[src/rtl/cpu_pkg.sv]
// rtl/cpu_pkg.sv - shared core-wide constants (XLEN, reset PC, NOP encoding)
package cpu_pkg;

    localparam int              XLEN             = 32;
    localparam logic [XLEN-1:0] RESET_PC_DEFAULT = 32'h0000_0000;
    localparam logic [XLEN-1:0] NOP_INSTR        = 32'h0000_0013;

endpackage

[src/rtl/fetch_queue_pkg.sv]
// rtl/fetch_queue_pkg.sv - fetch queue types: flush state, queue entry, PC step helper
package fetch_queue_pkg;

    import cpu_pkg::*;

    // RUN: responses are kept; DRAIN: responses from before a redirect are discarded
    typedef enum logic {
        FQ_RUN   = 1'b0,
        FQ_DRAIN = 1'b1
    } fq_state_e;

    typedef struct packed {
        logic [XLEN-1:0] pc;
        logic [XLEN-1:0] instr;
    } fq_entry_t;

    localparam logic [XLEN-1:0] PC_STEP = 32'd4;

    // Sequential PC advance; wraps naturally at 2^32
    function automatic logic [XLEN-1:0] next_pc(input logic [XLEN-1:0] pc);
        return pc + PC_STEP;
    endfunction

endpackage

[src/rtl/fetch_queue_if.sv]
// rtl/fetch_queue_if.sv - fetch queue bus: imem request/response, redirect, decode output
interface fetch_queue_if;

    import cpu_pkg::*;

    logic            imem_req_valid;
    logic [XLEN-1:0] imem_req_addr;
    logic            imem_req_ready;
    logic            imem_resp_valid;
    logic [XLEN-1:0] imem_resp_data;
    logic            redirect_valid;
    logic [XLEN-1:0] redirect_pc;
    logic            out_valid;
    logic [XLEN-1:0] out_instr;
    logic [XLEN-1:0] out_pc;
    logic            out_ready;

    // Fetch queue side
    modport master (
        output imem_req_valid, imem_req_addr,
        input  imem_req_ready, imem_resp_valid, imem_resp_data,
        input  redirect_valid, redirect_pc,
        output out_valid, out_instr, out_pc,
        input  out_ready
    );

    // Memory / core side
    modport slave (
        input  imem_req_valid, imem_req_addr,
        output imem_req_ready, imem_resp_valid, imem_resp_data,
        output redirect_valid, redirect_pc,
        input  out_valid, out_instr, out_pc,
        output out_ready
    );

endinterface

[src/rtl/fetch_fifo.sv]
// rtl/fetch_fifo.sv - synchronous {pc,instr} FIFO with push, pop, flush and count
module fetch_fifo
    import fetch_queue_pkg::*;
#(
    parameter int DEPTH = 4,
    parameter int CW    = $clog2(DEPTH + 1)
) (
    input  logic          clk,
    input  logic          rst_n,
    input  logic          push,
    input  fq_entry_t     push_data,
    input  logic          pop,
    input  logic          flush,
    output fq_entry_t     head,
    output logic [CW-1:0] count
);

    localparam int AW = $clog2(DEPTH);

    fq_entry_t     mem [DEPTH];
    logic [AW-1:0] rd_ptr;
    logic [AW-1:0] wr_ptr;

    // Entry storage; contents only matter while count marks them live
    always_ff @(posedge clk) begin
        if (push) begin
            mem[wr_ptr] <= push_data;
        end
    end

    // Pointers and occupancy; flush empties the queue in a single cycle
    always_ff @(posedge clk or negedge rst_n) begin
        if (!rst_n) begin
            rd_ptr <= '0;
            wr_ptr <= '0;
            count  <= '0;
        end else if (flush) begin
            rd_ptr <= '0;
            wr_ptr <= '0;
            count  <= '0;
        end else begin
            if (push) begin
                wr_ptr <= wr_ptr + AW'(1);
            end
            if (pop) begin
                rd_ptr <= rd_ptr + AW'(1);
            end
            if (push && !pop) begin
                count <= count + CW'(1);
            end else if (pop && !push) begin
                count <= count - CW'(1);
            end
        end
    end

    assign head = mem[rd_ptr];

endmodule

[src/rtl/fetch_queue.sv]
// rtl/fetch_queue.sv - instruction fetch queue with credit-limited imem requests and redirect flush; FETCH_QUEUE_PERF_EN adds perf counters
module fetch_queue
    import cpu_pkg::*;
    import fetch_queue_pkg::*;
#(
    parameter int              DEPTH           = 4,
    parameter int              MAX_OUTSTANDING = 2,
    parameter logic [XLEN-1:0] RESET_PC        = RESET_PC_DEFAULT
) (
    input  logic          clk,
    input  logic          rst_n,
`ifdef FETCH_QUEUE_PERF_EN
    output logic [31:0]   perf_bubble_cnt,
    output logic [31:0]   perf_redirect_cnt,
`endif
    fetch_queue_if.master bus
);

    localparam int            CW        = $clog2(DEPTH + 1);
    localparam logic [CW:0]   DEPTH_W   = (CW + 1)'(DEPTH);
    localparam logic [CW-1:0] MAX_OUT_W = CW'(MAX_OUTSTANDING);

    fq_state_e       state;
    logic [XLEN-1:0] fetch_pc;
    logic [XLEN-1:0] resp_pc;
    logic [CW-1:0]   outstanding;
    logic [CW-1:0]   drop_cnt;
    logic [CW-1:0]   fifo_count;
    logic [CW-1:0]   inflight_after;
    logic [CW:0]     occupancy;
    logic            req_fire;
    logic            push;
    logic            pop;
    logic            out_valid_int;
    fq_entry_t       head;
    fq_entry_t       push_entry;

    // Every in-flight request owns a queue slot, so a response can always be pushed.
    // rst_n gates the request so nothing is offered while memory is held in reset.
    assign occupancy          = {1'b0, fifo_count} + {1'b0, outstanding};
    assign bus.imem_req_valid = rst_n && !bus.redirect_valid &&
                                (occupancy < DEPTH_W) && (outstanding < MAX_OUT_W);
    assign bus.imem_req_addr  = fetch_pc;
    assign req_fire           = bus.imem_req_valid && bus.imem_req_ready;

    assign out_valid_int  = (fifo_count != '0);
    assign push           = bus.imem_resp_valid && (state == FQ_RUN) && !bus.redirect_valid;
    assign pop            = out_valid_int && bus.out_ready && !bus.redirect_valid;
    assign inflight_after = outstanding - CW'(bus.imem_resp_valid);
    assign push_entry     = '{pc: resp_pc, instr: bus.imem_resp_data};

    // Fetch/response PCs, in-flight credit count and the RUN/DRAIN flush state
    always_ff @(posedge clk or negedge rst_n) begin
        if (!rst_n) begin
            state       <= FQ_RUN;
            fetch_pc    <= RESET_PC;
            resp_pc     <= RESET_PC;
            outstanding <= '0;
            drop_cnt    <= '0;
        end else begin
            case ({req_fire, bus.imem_resp_valid})
                2'b10:   outstanding <= outstanding + CW'(1);
                2'b01:   outstanding <= outstanding - CW'(1);
                default: outstanding <= outstanding;
            endcase
            if (bus.redirect_valid) begin
                fetch_pc <= bus.redirect_pc;
                resp_pc  <= bus.redirect_pc;
                drop_cnt <= inflight_after;
                state    <= (inflight_after != '0) ? FQ_DRAIN : FQ_RUN;
            end else begin
                if (req_fire) begin
                    fetch_pc <= next_pc(fetch_pc);
                end
                if (push) begin
                    resp_pc <= next_pc(resp_pc);
                end
                if ((state == FQ_DRAIN) && bus.imem_resp_valid) begin
                    drop_cnt <= drop_cnt - CW'(1);
                    if (drop_cnt == CW'(1)) begin
                        state <= FQ_RUN;
                    end
                end
            end
        end
    end

    fetch_fifo #(
        .DEPTH (DEPTH),
        .CW    (CW)
    ) u_fifo (
        .clk       (clk),
        .rst_n     (rst_n),
        .push      (push),
        .push_data (push_entry),
        .pop       (pop),
        .flush     (bus.redirect_valid),
        .head      (head),
        .count     (fifo_count)
    );

    assign bus.out_valid = out_valid_int;
    assign bus.out_pc    = head.pc;
    assign bus.out_instr = out_valid_int ? head.instr : NOP_INSTR;

`ifdef FETCH_QUEUE_PERF_EN
    // Bubble and redirect counters, saturating so long runs never wrap
    always_ff @(posedge clk or negedge rst_n) begin
        if (!rst_n) begin
            perf_bubble_cnt   <= '0;
            perf_redirect_cnt <= '0;
        end else begin
            if (!out_valid_int && !bus.redirect_valid && (perf_bubble_cnt != 32'hFFFF_FFFF)) begin
                perf_bubble_cnt <= perf_bubble_cnt + 32'd1;
            end
            if (bus.redirect_valid && (perf_redirect_cnt != 32'hFFFF_FFFF)) begin
                perf_redirect_cnt <= perf_redirect_cnt + 32'd1;
            end
        end
    end
`endif

endmodule

[src/flat_wrapper.sv]
// flat-port wrapper written by rule: the top's interface ports become plain ports
module fetch_queue_flat import cpu_pkg::*; import fetch_queue_pkg::*;
#(
    parameter int              DEPTH           = 4,
    parameter int              MAX_OUTSTANDING = 2,
    parameter logic [XLEN-1:0] RESET_PC        = RESET_PC_DEFAULT
)
  (clk, rst_n, bus_imem_req_valid, bus_imem_req_addr, bus_imem_req_ready, bus_imem_resp_valid, bus_imem_resp_data, bus_redirect_valid, bus_redirect_pc, bus_out_valid, bus_out_instr, bus_out_pc, bus_out_ready);
  fetch_queue_if bus_i ();
  input  logic clk;
  input  logic rst_n;
  output wire logic [$bits(bus_i.imem_req_valid)-1:0] bus_imem_req_valid;
  output wire logic [$bits(bus_i.imem_req_addr)-1:0] bus_imem_req_addr;
  input wire logic [$bits(bus_i.imem_req_ready)-1:0] bus_imem_req_ready;
  input wire logic [$bits(bus_i.imem_resp_valid)-1:0] bus_imem_resp_valid;
  input wire logic [$bits(bus_i.imem_resp_data)-1:0] bus_imem_resp_data;
  input wire logic [$bits(bus_i.redirect_valid)-1:0] bus_redirect_valid;
  input wire logic [$bits(bus_i.redirect_pc)-1:0] bus_redirect_pc;
  output wire logic [$bits(bus_i.out_valid)-1:0] bus_out_valid;
  output wire logic [$bits(bus_i.out_instr)-1:0] bus_out_instr;
  output wire logic [$bits(bus_i.out_pc)-1:0] bus_out_pc;
  input wire logic [$bits(bus_i.out_ready)-1:0] bus_out_ready;
  assign bus_imem_req_valid = bus_i.imem_req_valid;
  assign bus_imem_req_addr = bus_i.imem_req_addr;
  assign bus_i.imem_req_ready = bus_imem_req_ready;
  assign bus_i.imem_resp_valid = bus_imem_resp_valid;
  assign bus_i.imem_resp_data = bus_imem_resp_data;
  assign bus_i.redirect_valid = bus_redirect_valid;
  assign bus_i.redirect_pc = bus_redirect_pc;
  assign bus_out_valid = bus_i.out_valid;
  assign bus_out_instr = bus_i.out_instr;
  assign bus_out_pc = bus_i.out_pc;
  assign bus_i.out_ready = bus_out_ready;
  fetch_queue #(.DEPTH(DEPTH), .MAX_OUTSTANDING(MAX_OUTSTANDING), .RESET_PC(RESET_PC)) u_core (.clk(clk), .rst_n(rst_n), .bus(bus_i));
endmodule
[config.mk]
export PLATFORM = sky130hd
export DESIGN_NAME = fetch_queue_flat
export DESIGN_NICKNAME = d
export VERILOG_FILES = /design/src/rtl/cpu_pkg.sv /design/src/rtl/fetch_queue_pkg.sv /design/src/rtl/fetch_queue_if.sv /design/src/rtl/fetch_fifo.sv /design/src/rtl/fetch_queue.sv /design/src/flat_wrapper.sv
export SDC_FILE = /design/constraint.sdc
export NUM_CORES = 1
export LEC_CHECK = 0
export ABC_CLOCK_PERIOD_IN_PS = 2800
export CAP_MARGIN = 20
export CORE_UTILIZATION = 31
export CTS_CLUSTER_SIZE = 12
export DETAILED_ROUTE_END_ITERATION = 6
export GPL_TIMING_DRIVEN = 0
export PLACE_DENSITY = 0.49
export SKIP_CTS_REPAIR_TIMING = 1
export SLEW_MARGIN = 10
export SYNTH_ARGS = -nofsm -noshare
export SYNTH_HDL_FRONTEND = slang
export SYNTH_SLANG_ARGS = --single-unit
[constraint.sdc]
create_clock -name clk -period 2.8 [get_ports clk]
set_input_delay 0.42 -clock clk [delete_from_list [all_inputs] [get_ports clk]]
set_output_delay 0.42 -clock clk [all_outputs]
set_load 0.05 [all_outputs]
==> metrics list <==
* Number of buffers on the longest clock path: 3
- Area enclosed by the die boundary: between 0.04 and 0.05 mm^2
- Setup slack on the worst reg-to-reg path comes out at ~280 ps.
- Vertical extent of the die: roughly 210 um
- After technology mapping, the gate count stands at about 830.
- After clock tree synthesis, the clock-pin slew on the worst setup and hold paths is roughly 60 ps.
* Row count: 76
* Leading post-synthesis cells by instance count: edfxtp_1, dfrtp_1, mux4_2
* Synthesized-area fraction occupied by xor and xnor cells: around 2.9%
* Antenna violations before repair: 0
- Final net count: roughly 1,100
- In the routed design, unresolved DRC markers number 0.
- Worst vdd rail ir drop: just over 500 uV
* Seq/Total Area, Yosys: about 70%
- Post-route antenna net violation count: 0
- Final cycle utilization of the critical path: 96.70%
- Cell-by-cell listing of the critical path: clkdlybuf4s50_1, clkbuf_2, inv_1, clkbuf_1, and3_4, buf_16
* Number of global-route vias before repair: around 8,500
- The biggest area contributor in the post-synthesis netlist is edfxtp_1.
- Fraction of layout cells with a size suffix above 1: about 18%
- Wire length per cell: 20.61 um
- For this block, the routed nets add up to ~34,000 um of wire.
* End of the worst register-to-register path: u_core.outstanding[2]
- Data on the critical path arrives at its endpoint at roughly 2900 ps.
* Synth warnings: 0
* Failing checks: negative hold slack
* Inserted Clock Buffers: 38
- 168 I/O pins were placed.
* Required time at the endpoint of the critical path: between 3000 and 4000 ps
- After routing, the total negative slack on setup checks comes to 0 ps.
- The synthesized netlist devotes about 4.1% of its cell area to compound gates.
- Count of input and output buffers: 167
* Total Power Consumption: ~16 mW
* Post-synthesis adder-cell area fraction: 1.471%
- The worst register-to-register path begins at u_core.u_fifo.count[1].
* Die boundary width: about 210 um
- CP max stage cell: and3_4
- Summed over all nets, the half-perimeter wirelength after detailed placement is ~22,000 um.
- Placed Instances: around 1,600
* Pin count of the biggest net entering global routing: 55
- STA classifies the critical path endpoint as a register.
- Period minus WS final: 2708 ps
* Max stage delay on crit path: around 600 ps
- DRC marker count from the first detailed-route iteration: approximately 520
- CTS placed an instance of clkbuf_16 at the clock tree root.
- For this design the static power due to leakage is about 6.4 nW.
- Worst hold path class: input port to asynchronous set/reset pin
- Worst skew pair latency: around 540 ps
- Post-synthesis average cell area: between 15 and 20 um^2
- In the routed layout, each cell is associated on average with a via count of just under 5.
* Highest clock rate: roughly 0.37 GHz
- Summing the areas of all and, or, nand and nor instances in the mapped netlist gives about 8.9% of the synthesized area.
- Number of pins with negative max-slew slack in the final report: 0
- First-pass GRT wire length: around 52,000 um
- Number of distinct library cells after synthesis: 54
* Number of buffers and inverters on the critical path: 5
- Of the post-synthesis cell area, the part taken by muxes is between 10% and 20%.
- Depth of the worst register-to-register path: 10
- Number of filler cells placed in the layout: 4,017
- Area of the placeable core: roughly 0.043 mm^2
- Final RePlAce weighted congestion: between 0.8 and 0.9
- The share of synthesized area in the top cell type comes to 55.79%.
* Number of detailed-routing iterations run before antenna repair: 5
- Clock skew: 13.68 ps
- Share of synthesized flip-flops with an asynchronous set or reset: 23.35%
- Headroom to the max-slew limit came out at a little under half.
- Count of antenna diodes in the layout: 0
- Sorting the synthesized cells by area gives the leading types as edfxtp_1, dfrtp_1, mux4_2.
* Setup-failing EPs final: 0
- Global routing used 15.57% of the available tracks.
- In this run the worst path has a maximum fanout of 41.
* Most used standard cell by instance count after synthesis: edfxtp_1
- Number of hold-slack violations in the final timing report: 13
- The finished layout holds 1,665 standard cells, fillers aside.
- In this run the number of H-tree levels came out at 2.
- In the synthesized netlist the dominant register cell turns out to be edfxtp_1.
- For this design, the sink count on the clock tree is approximately 330.
- Critical path class: input port to register
- The synthesized design contains about 330 register bits.
- The flow ran to the end, but the final reports show violations.
* Slew at the pin closest to its max-slew limit: 787.9 ps
- The multi-input combinational cells in the finished layout cover a total of slightly below 0.004 mm^2.
* CP startpoint kind: input port
- CTS tree: yes
- Vias: between 8,000 and 9,000
- Hold WS: -16.95 ps
- After synthesis, the largest family of logic cells by area is multiplexers.
* Overflow after GRT: 0
- On the critical path the largest part of the delay comes from buffers and inverters.
* Initial Util: roughly a third
- For this design the ratio of total power to cell area is roughly 900 mW/mm^2.
- Counting flops with a built-in enable in the synthesized netlist gives about 260.
- Net count after synthesis: 919
- Sequential cell area: just under 0.01 mm^2
- MaxCap Viol Count: 0
- Compared with the post-synthesis result, the final layout area differs by 28.54%.
- The cell area that synthesis handed to floorplanning was between 0.01 and 0.015 mm^2.
[stage by stage]
step,area [um^2],util (%),worst slack [ps]
2_1_floorplan,13780,-,420.9
3_3_place_gp,16190,37.25,-3560
3_5_place_dp,16340,37.59,-666.6
4_1_cts,17580,40.44,-1273
5_1_grt,17710,40.75,-29.66
6_report,17710,40.75,92.30
[worst max path at each step]
stage	start	to	slack, ps	depth (start not counted)
6_report	bus_redirect_valid	u_core.u_fifo.mem[0][6]	90	6
5_1_grt	u_core.u_fifo.count[2]	bus_out_instr[21]	-30	6
4_1_cts	u_core.u_fifo.count[0]	bus_out_instr[30]	-1270	5
3_5_place_dp	u_core.u_fifo.count[0]	bus_out_instr[30]	-670	5
3_3_place_gp	rst_n	u_core.outstanding[2]	-3560	11
2_1_floorplan	u_core.u_fifo.count[1]	u_core.outstanding[2]	420	11
[worst register-to-register path: stages, from the launching register on]
cell,delay [ps]
dfrtp_1,440
ha_1,300
nand3_1,80
and4_1,260
inv_2,280
ha_1,260
inv_1,60
fa_1,370
xor2_1,150
nor2_1,110
xor2_1,150
[per-layer routing]
metal	share of wire [%]	GRT usage (%)	wire length [um]	vias to the layer above
met4	2.1	5.358	724	0
li1	-	-	-	3702
met1	46	21.71	15800	4131
met5	0	0	0	-
met2	45	23.82	15530	263
met3	6.6	3.589	2263	52
[layout make-up]
type	instances	area share (%)
clock inverters	18	0.8972
plain buffers	39	1.258
well taps	585	4.133
repair buffers	179	10.55
multi-input cells	441	22.21
flip-flops and latches	334	54.43
inverters	19	0.4239
clock buffers	50	6.097
[kinds of logic (layout without fill, tap and decap cells)]
group | Yosys count | count (layout)
flip-flops | 334 | 334
AND/OR/NAND/NOR | 221 | 221
AO/OA/AOI/OAI | 89 | 89
multiplexers | 71 | 71
buffers and inverters | 59 | 305
XOR/XNOR | 45 | 45
adder cells (fa/ha/maj) | 15 | 15
[power breakdown]
part | internal [mW] | total (mW) | switching (mW)
logic | 1.87 | 5.12 | 3.25
clock network | 2.98 | 4.93 | 1.95
registers | 5.63 | 5.93 | 0.299
total | 10.5 | 16.0 | 5.50
[placed cells by master, fill, tap and decap left out, types with 6 or more instances in the layout]
master and instances:
o211ai_1 14, nor3_1 6, dlymetal6s2s_1 39, and4_1 7, clkdlybuf4s50_1 100, buf_16 6, edfxtp_1 256, clkinv_1 9
clkbuf_1 24, or3_1 6, buf_4 7, xor2_1 31, clkbuf_2 32, and2_1 37, o311ai_0 7, nand4_1 22
mux4_2 64, ha_1 13, a21oi_1 10, nor2_1 17, clkbuf_16 41, nand2_1 60, nand3_1 31, xnor2_1 14
inv_1 17, and3_1 9, o21ai_0 36, dfrtp_1 78
[registers in the layout, indices dropped and copies added (netlist names)]
signal                    count
u_core.outstanding            3
u_core.resp_pc               32
u_core.u_fifo.wr_ptr          2
u_core.bus.imem_req_addr     32
u_core.u_fifo.mem           256
u_core.state                  1
u_core.drop_cnt               3
u_core.u_fifo.rd_ptr          2
u_core.u_fifo.count           3
No activity file was read; power rests on OpenSTA's default activity.
==> edit: new RTL, config.mk and constraints unchanged <==
`XLEN`: 32 -> 16.
--- a/src/rtl/cpu_pkg.sv
+++ b/src/rtl/cpu_pkg.sv
@@ -1,7 +1,7 @@
 // rtl/cpu_pkg.sv - shared core-wide constants (XLEN, reset PC, NOP encoding)
 package cpu_pkg;
 
-    localparam int              XLEN             = 32;
+    localparam int              XLEN             = 16;
     localparam logic [XLEN-1:0] RESET_PC_DEFAULT = 32'h0000_0000;
     localparam logic [XLEN-1:0] NOP_INSTR        = 32'h0000_0013;
 
Ports: changed (5 resized); port bits go from 168 to 88. The function was not compared with the original's and may differ.
==> edit against the unedited design <==
  * The run still ends with hold timing left
  * Area after synthesis shrank 47%
  * Non-clock buffer count down 104
  * Total power shrank 46%
  * Core utilization is 0.55 points lower
  * Sequential cell count is 160 lower
  * Sequential power is 47% lower
  * Design area shrank 47%
  * Worst setup slack better by 53 ps
  * Routed wire length down 53%
  * Global-route usage shrank 1.6 points
  * Largest power group unchanged
==> edit: results (changes against the unedited design) <==
status finished with violations (unchanged); failing checks hold timing (unchanged); synth unique cells 49 (was 54); final hold slack -6.48 ps (was -17.0 ps); Fin. Hold Viols 14 (was 13); Max stage delay on crit path 520 ps (was 610 ps); clk buf depth 2 (was 3); Gate power share 34.5% (was 32.0%); Clk Latency, worst-skew pair 430 ps (was 540 ps); Worst VDD drop 0.451 mV (was 0.518 mV); DP Cell Count 875 (was 1591); reg-to-reg startpoint u_core.u_fifo.count[2] (was u_core.u_fifo.count[1]); CTS Buf Count 17 (was 38); R2R depth 11 (was 10); global placer's final weighted congestion 0.769 (was 0.809); H-tree Lvls 4 (was 2); Seq/Total Area, Yosys 67.9% (was 70.0%); FF-to-FF setup slack 200 ps (was 280 ps); drt pass-1 iters 4 (was 5); share of cells above drive strength 1 16.9% (was 18.2%); WP data arrival 2240 ps (was 2920 ps); first-pass GRT wire length 25200 microns (was 52300 microns); net count after synthesis 518 (was 919); Seq power 3170 uW (was 5930 uW); Psw 3250 uW (was 5500 uW); pre-CTS setup slack -257 ps (was -667 ps); Worst Skew 13.4 ps (was 13.7 ps); Area contributors post-synth edfxtp_1 52%, dfrtp_1 16%, mux4_2 9.8%, ha_1 2.2%, xor2_1 1.3% (was edfxtp_1 56%, dfrtp_1 14%, mux4_2 10%, xor2_1 2.0%, and2_1 1.7%); Final HPWL DP 10700 microns (was 22500 microns); asr flop ratio synth 26.4% (was 23.4%); Largest register FFs 128 (was 256); Detailed Route Iter0 Violations 232 (was 516); CP max stage cell mux4_2 (was and3_4); internal power 5320 uW (was 10500 uW); Nets 627 (was 1137); Layout Cells excl Fill 906 (was 1665); IO buf count 86 (was 167)
## edit: logic make-up after synthesis
kind of cell    count (synthesis)  synth area share [%]
simple gates                  119                  8.90
flops                         174                  67.9
xor+xnor                       19                  2.26
fa+ha+maj                      15                  2.76
mux                            40                  10.9
buf+inv                        42                  2.25
compound gates                 56                  5.04
## edit: worst reg2reg max path, cell delays in order, from the launching register on
cell and delay [ps]:
dfrtp_1 470, ha_1 320, nor3_1 40, and4_1 230, inv_2 170, buf_2 260, ha_1 220, inv_1 60
fa_1 370, xor2_1 150, nor2_1 110, xor2_1 150
## edit: area by class of cell
class                           instances  area, sq um
Clock buffer                           17          425
Fill cell                            2220        14000
Inverter                               18         67.6
Sequential cell                       174         5000
Tap cell                              319          399
Timing Repair Buffer                   91          996
Buffer                                 23          106
Clock inverter                         15          211
Multi-Input combinational cell        249         2210
## edit: per-layer routing
| metal | vias to the layer above | track usage (%) | part of all wire [%] |
|---|---|---|---|
| met2 | 109 | 22.4 | 48 |
| met1 | 2200 | 19.0 | 47 |
| met5 | - | 0 | 0 |
| met3 | 15 | 3.17 | 4.1 |
| met4 | 0 | 4.34 | 0.92 |
| li1 | 2023 | - | - |
## edit: how the worst max path moves through the flow
stage                                    to  slack, ps                    start  cells past startpoint
floorplan           u_core.u_fifo.mem[0][0]        350      bus_imem_resp_valid                      4
global placement      u_core.outstanding[2]      -1930                    rst_n                     11
detailed placement         bus_out_instr[3]       -260  u_core.u_fifo.rd_ptr[0]                      5
CTS                        bus_out_instr[3]       -740  u_core.u_fifo.rd_ptr[0]                      5
global route              bus_out_instr[14]          5  u_core.u_fifo.rd_ptr[0]                      4
finish                    bus_out_instr[14]        140  u_core.u_fifo.rd_ptr[0]                      4
